$ cat src/rtl/random_generator_pkg.sv
// Shared LFSR constants and helpers for random_generator and its scoreboards.
// Helpers work on a 64-bit container; narrower states live zero-extended in the low bits.
package random_generator_pkg;

    localparam logic [63:0] LFSR_DEFAULT_SEED = '1;

    function automatic bit lfsr_width_supported(input int width);
        return (width == 8) || (width == 16) || (width == 24) ||
               (width == 32) || (width == 64);
    endfunction

    function automatic logic [63:0] lfsr_tap_mask(input int width);
        case (width)
            8:       return 64'h0000_0000_0000_00B8;
            16:      return 64'h0000_0000_0000_B400;
            24:      return 64'h0000_0000_00E1_0000;
            32:      return 64'h0000_0000_8020_0003;
            64:      return 64'hD800_0000_0000_0000;
            default: return 64'h0;
        endcase
    endfunction

    function automatic logic [63:0] lfsr_next(input logic [63:0] state,
                                             input logic [63:0] mask);
        return (state >> 1) ^ (state[0] ? mask : 64'h0);
    endfunction

endpackage

$ cat src/rtl/random_generator_lfsr_core.sv
// Right-shift Galois LFSR with one-shot seeding after reset and an advance enable.
// A zero seed is replaced by all-ones so the register can never lock up at zero.
module random_generator_lfsr_core
    import random_generator_pkg::*;
#(
    parameter int WIDTH = 32
) (
    input  logic             in_clock,
    input  logic             in_reset,
    input  logic             in_enable,
    input  logic [WIDTH-1:0] in_seed,
    output logic [WIDTH-1:0] lfsr
);

    localparam logic [63:0]      TAP_MASK     = lfsr_tap_mask(WIDTH);
    localparam logic [WIDTH-1:0] DEFAULT_SEED = WIDTH'(LFSR_DEFAULT_SEED);

    logic seeded;

    always_ff @(posedge in_clock or negedge in_reset) begin
        if (!in_reset) begin
            lfsr   <= '0;
            seeded <= 1'b0;
        end else if (!seeded) begin
            lfsr   <= (in_seed == '0) ? DEFAULT_SEED : in_seed;
            seeded <= 1'b1;
        end else if (in_enable) begin
            lfsr <= WIDTH'(lfsr_next(64'(lfsr), TAP_MASK));
        end
    end

endmodule

$ cat src/rtl/random_generator.sv
// Bounded pseudo-random source: LFSR state scaled into the inclusive range [in_min, in_max].
// Mapping is offset = (lfsr * span) >> WIDTH, so it never exceeds span-1 and needs no divider.
module random_generator
    import random_generator_pkg::*;
#(
    parameter int WIDTH = 32
) (
    input  logic                    in_clock,
    input  logic                    in_reset,
    input  logic                    in_enable,
    input  logic signed [WIDTH-1:0] in_min,
    input  logic signed [WIDTH-1:0] in_max,
    input  logic        [WIDTH-1:0] in_seed,
    output logic signed [WIDTH-1:0] out_random
);

    generate
        if (!lfsr_width_supported(WIDTH)) begin : g_bad_width
            $error("random_generator: WIDTH must be 8, 16, 24, 32 or 64");
        end
    endgenerate

    logic [WIDTH-1:0]   lfsr;
    logic [WIDTH:0]     min_ext;
    logic [WIDTH:0]     max_ext;
    logic [WIDTH:0]     span;
    logic [2*WIDTH:0]   product;
    logic               degenerate;

    random_generator_lfsr_core #(
        .WIDTH(WIDTH)
    ) u_lfsr_core (
        .in_clock (in_clock),
        .in_reset (in_reset),
        .in_enable(in_enable),
        .in_seed  (in_seed),
        .lfsr     (lfsr)
    );

    // One extra bit holds spans up to 2^WIDTH (full signed range) without wrapping.
    assign min_ext    = {in_min[WIDTH-1], in_min};
    assign max_ext    = {in_max[WIDTH-1], in_max};
    assign span       = max_ext - min_ext + {{WIDTH{1'b0}}, 1'b1};
    assign product    = {{(WIDTH+1){1'b0}}, lfsr} * {{WIDTH{1'b0}}, span};
    assign degenerate = (in_min > in_max);

    assign out_random = degenerate ? in_min
                                   : in_min + WIDTH'(product >> WIDTH);

endmodule

$ cat config.mk
export PLATFORM = sky130hd
export DESIGN_NAME = random_generator
export DESIGN_NICKNAME = d
export VERILOG_FILES = /design/src/rtl/random_generator_pkg.sv /design/src/rtl/random_generator_lfsr_core.sv /design/src/rtl/random_generator.sv
export SDC_FILE = /design/constraint.sdc
export NUM_CORES = 2
export LEC_CHECK = 0
export BUFFER_PORTS_ARGS = -buffer_cell sky130_fd_sc_hd__buf_2
export CELL_PAD_IN_SITES_DETAIL_PLACEMENT = 0
export CELL_PAD_IN_SITES_GLOBAL_PLACEMENT = 1
export CORE_ASPECT_RATIO = 0.6
export CORE_MARGIN = 10
export CORE_UTILIZATION = 52
export CTS_BUF_LIST = sky130_fd_sc_hd__clkbuf_4
export CTS_CLUSTER_SIZE = 14
export DETAILED_ROUTE_END_ITERATION = 10
export PLACE_DENSITY_LB_ADDON = 0.1
export SLEW_MARGIN = 20
export SYNTH_ARGS = -nofsm -noshare
export SYNTH_HDL_FRONTEND = slang
export SYNTH_SLANG_ARGS = --single-unit
$ cat constraint.sdc
create_clock -name in_clock -period 13.7 [get_ports in_clock]
set_input_delay 0.685 -clock in_clock [delete_from_list [all_inputs] [get_ports in_clock]]
set_output_delay 0.685 -clock in_clock [all_outputs]
set_load 0.01 [all_outputs]
# Word-level counts from Yosys, hierarchy flattened
# Index checks and enable logic that the tools add are counted.
word_totals:
  output_inout_bits: 32
  inputBits: 99
  regBits: 33
  wordCells: 15
op_classes:
  n_mux: 5
  n_eq_ne: 1
  n_lt_le_gt_ge: 1
  n_addsub: 3
  bitwise_logic: 1
  multipliers: 1
  reduce_logical: 1
ops:
  columns: ["operator", "n"]
  rows:
  - ["two-way mux 32 bit", 5]
  - ["multiplier 32 x 33 -> 64 bit", 1]
  - ["adder 33 x 1 -> 33 bit, second input constant", 1]
  - ["subtractor 32 x 32 -> 33 bit", 1]
  - ["adder 32 bit", 1]
  - ["> comparator 32 bit", 1]
  - ["logical NOT 32 bit", 1]
  - ["XOR 31 x 32 -> 32 bit", 1]
  - ["inequality test 2 bit, second input constant", 1]

# Depth between registers and ports, before layout
depth:
  depth_word: 5
  mapped_depth: 55
  mapped_depth_nobuf: 54

# Modules after synthesis
# Synthesis repeated with hierarchy kept, for this count alone.
unflattened:
  cells_unflattened: 4365
  area_unflattened_um2: 39088.7
by_module_without_submodules:
  columns: ["mod", "seq_area_each_um2", "instances", "cells_each", "area_per_inst_um2"]
  rows:
  - ["random_generator", 0.0, 1, 4204, 37219.4]
  - ["random_generator_lfsr_core", 825.8, 1, 161, 1869.3]

# Worst setup path before layout
# No wires, ideal clock.
synth_path:
  path_type: "in2out"
  startpoint: "in in_max[1]"
  endpoint: "out out_random[31]"
  required_time_ps: 13015
  setup_slack_ps: 881
  stages: 51
  t_arrival_ps: 12134
  n_path_buf: 2
  path_cell_list: "inv_1 > ha_1 > inv_1 > ha_1 > inv_1 > fa_1 > nand2b_1 > a21oi_1 > a221o_1 > a21o_1 > a21o_1 > nand4_1 > a21oi_1 > o21ai_1 > a21boi_0 > buf_2 > buf_2 > nor4_1 > [... 15 more ...] > a31oi_1 > o31ai_2 > o211ai_1 > a221o_1 > and2_1 > o21a_1 > nor2_1 > ha_1 > nand3_1 > nor2_1 > nand2_1 > o31ai_1 > a31o_2 > a21boi_0 > a311oi_1 > xor3_1 > a31oi_1 > xor2_1"
synth_via:
  elab_chain_len: 5
  word_cells_on_any_way: 6
  cone_classes: "3 x add/sub; 1 x mul; 1 x order compare; 1 x mux"
synth_rtl:
  columns: ["element", "line", "text"]
  rows:
  - ["start: declaration", "random_generator.sv:12", "input logic signed [WIDTH-1:0] in_max,"]
  - ["subtractor 32 x 32 -> 33 bit", "random_generator.sv:43", "assign span = max_ext - min_ext + {{WIDTH{1'b0}}, 1'b1};"]
  - ["adder 33 x 1 -> 33 bit", "random_generator.sv:43", null]
  - ["multiplier 32 x 33 -> 64 bit", "random_generator.sv:44", "assign product = {{(WIDTH+1){1'b0}}, lfsr} * {{WIDTH{1'b0}}, span};"]
  - ["adder 32 bit", "random_generator.sv:48", ": in_min + WIDTH'(product >> WIDTH);"]
  - ["two-way mux 32 bit *", "random_generator.sv:47", "assign out_random = degenerate ? in_min"]
  - ["end: declaration", "random_generator.sv:14", "output logic signed [WIDTH-1:0] out_random"]
# Every way passes the cells marked *; elsewhere a longest branch is shown, timed or not.

# Worst setup path in the final report
# Same ends and word-level chain as after synthesis.

==> flow_summary.json <==
{
  "syn_to_final_growth_pct": 11.1,
  "grt_usage_pct": 29.9,
  "fin_ws_ns": 0.280,
  "antenna_found_initial": 4,
  "start_util_pct": 52.7,
  "r2r_setup_slack_ns": 11.68,
  "initialDrtViolationCount": 3072,
  "die-area_sq_um": 92800,
  "cts_buffers": 5,
  "cpMostUsedCell": "fa_1",
  "worstPathMaxFanout": 5,
  "pin_count": 131,
  "finalWeightedCongestion": 0.962,
  "wl_microns": 140000,
  "finalMaxSlewViolations": 0,
  "max_slew_margin_pct": 17.1,
  "grt_setup_unrepaired": "yes",
  "rr_worst_depth": 5,
  "cp_num_buf_inv": 13,
  "synthTopCellsByArea": "fa_1 44%, ha_1 11%, inv_1 8.8%",
  "hpwl_microns": 117000,
  "place_inst": 6119,
  "clock_sinks": 33,
  "finClkSkew_ns": 0.0180,
  "grt_pass1_vias": 34300,
  "maxCapViolCount": 0,
  "stdcell_area_sq_um": 46600,
  "io_buffers": 130,
  "cp_top_family": "adder cells",
  "grt_pass1_wl_microns": 214000,
  "hold_violations": 0,
  "wl_per_cell_microns": 22.7,
  "cp.arrival_ns": 12.73,
  "r2r-end": "u_lfsr_core.lfsr[1]",
  "layout.nets": 6493,
  "grt.overflow.total": 0,
  "reg2reg_from": "u_lfsr_core.lfsr[0]",
  "finalSetupViolations": 0,
  "period_share_pct": 98.0,
  "crit_slowest_cell": "fa_2",
  "worst-endpoint-required_ns": 13.02,
  "post-synth-top-area-fraction_pct": 44.2,
  "yosysSeqAreaShare_pct": 1.97,
  "final_core_util_pct": 58.5,
  "worstSkewPairLatency_ns": 0.38,
  "vias": 34000,
  "final_common_cell": "inv_1",
  "async_reset_ff_share_pct": 100,
  "syn-instance-count": 4902,
  "drc": 0,
  "cts-htree-levels": 2,
  "synth_top_cell_by_area": "fa_1",
  "fin_crit_ns": 13.42,
  "synth_ff_type": "dfrtp_1",
  "cts_root_buf": "clkbuf_4",
  "core_area_sq_um": 79700,
  "run_status": "complete, no violations",
  "final_cell_mix": "982 x inv_1, 916 x fa_1, 676 x nand2_1",
  "firstDrtPassIters": 6,
  "worst-slew-pin-transition_ns": 1.24,
  "clkTransAtPathRegs_ns": 0.12,
  "grt_start_max_net_pins": 68,
  "die_w_microns": 387,
  "preCtsSetupSlack_ns": -0.346,
  "crit_type": "input pin to output pin",
  "worstSetupEndpointType": "output pin",
  "avgViaCountPerCell": 5.52,
  "yosys_warnings": 0,
  "synth_area_per_cell_sq_um": 8.56,
  "timing.fmax_mhz": 74.5,
  "hp-class": "input pin to async pin",
  "clockBufferDepth": 2,
  "num_rows": 80,
  "drive_above_1_share_pct": 12.7,
  "yosys_register_bits": 33,
  "ant_nets": 0,
  "cts_tree": "yes",
  "cts-hold-fix-buffers": 0,
  "slowest_delay_ns": 0.60,
  "synth_area_sq_um": 42000,
  "startpoint_type": "input pin",
  "synth_edf_count": 0,
  "yosysUniqueCellTypes": 68,
  "placed_cell_area_sq_um": 45800,
  "fp.dieH_microns": 240,
  "fin_cells": 6152,
  "mappedNetlistNets": 6311
}
## how the worst max path moves through the flow
stage / depth (start not counted) / startpoint / endpoint
6_report: 59 / in_max[1] / out_random[31]
2_1_floorplan: 51 / in_max[1] / out_random[31]
3_5_place_dp: 52 / in_min[1] / out_random[31]
3_3_place_gp: 55 / in_max[1] / out_random[30]
4_1_cts: 54 / in_min[1] / out_random[30]
5_1_grt: 59 / in_max[1] / out_random[31]
## layout make-up
| cell class | count | area [sq um] |
|---|---|---|
| timing repair buffer | 493 | 3720 |
| clock buffer | 6 | 45.0 |
| sequential | 33 | 830 |
| multi-input combinational | 3563 | 37000 |
| clock inverter | 2 | 10.0 |
| fill | 7275 | 33000 |
| tap | 1066 | 1330 |
| antenna | 1 | 2.50 |
| inverter | 988 | 3710 |
## sequential cells by signal, indices dropped and copies added (netlist names)
| name | flops |
|---|---|
| u_lfsr_core.lfsr | 32 |
| u_lfsr_core.seeded | 1 |
## per-layer routing
metal	GRT usage [%]	routed length (microns)	vias to the layer above
li1	-	-	15300
met1	47.2	67400	16800
met2	37.6	50400	1711
met3	13.0	20700	69
met4	2.30	1060	5
met5	0.587	106	-
## worst register-to-register path, delay by kind of cell, from the launching register on
family / cells / cell delay, ns
and+or+nand+nor: 1 / 0.06
xor gates and xnor gates: 1 / 0.16
buffers and inverters: 1 / 0.43
DFF: 1 / 1.02
AOI/OAI and AO/OA: 2 / 0.21
## Yosys cell counts, drive strengths merged (52+ instances only)
| library cell | count |
|---|---|
| nand3 | 61 |
| a21o | 57 |
| mux2i | 52 |
| nor2 | 93 |
| fa | 926 |
| xnor2 | 59 |
| ha | 384 |
| clkbuf | 293 |
| nor4 | 59 |
| inv | 988 |
| nand2 | 677 |
| a21oi | 142 |
| o21ai | 79 |
| nor2b | 74 |
| and2 | 475 |
## through the flow
| stage | hold WS [ns] | TNS [ns] |
|---|---|---|
| 2_1_floorplan | 0.389 | 0 |
| 4_1_cts | 0.441 | 0 |
| 5_1_grt | 0.476 | -0.951 |
| 3_3_place_gp | 0.567 | -0.757 |
| 3_5_place_dp | 0.607 | -1.14 |
| 6_report | 0.449 | 0 |
## logic make-up after synthesis
family                   count (synthesis)  share of synthesized area, %
AO/OA/AOI/OAI                          482                          7.77
XOR/XNOR                                90                          1.91
adder cells (fa/ha/maj)               1310                          55.6
buffers and inverters                 1306                          11.7
flip-flops                              33                          1.97
multiplexers                            53                          1.27
other                                    1                       0.00894
AND/OR/NAND/NOR                       1627                          19.7
## what timing repair did
item                       in CTS  in global routing
setup endpoints to repair       6                 20
gates cloned                    0                  3
pin swaps                       5                 59
setup buffers                   1                 21
resized for setup              16                118
Power is left out: the tool's default activity adds up to more than one toggle a clock period on the data nets, which glitch-free logic cannot reach.
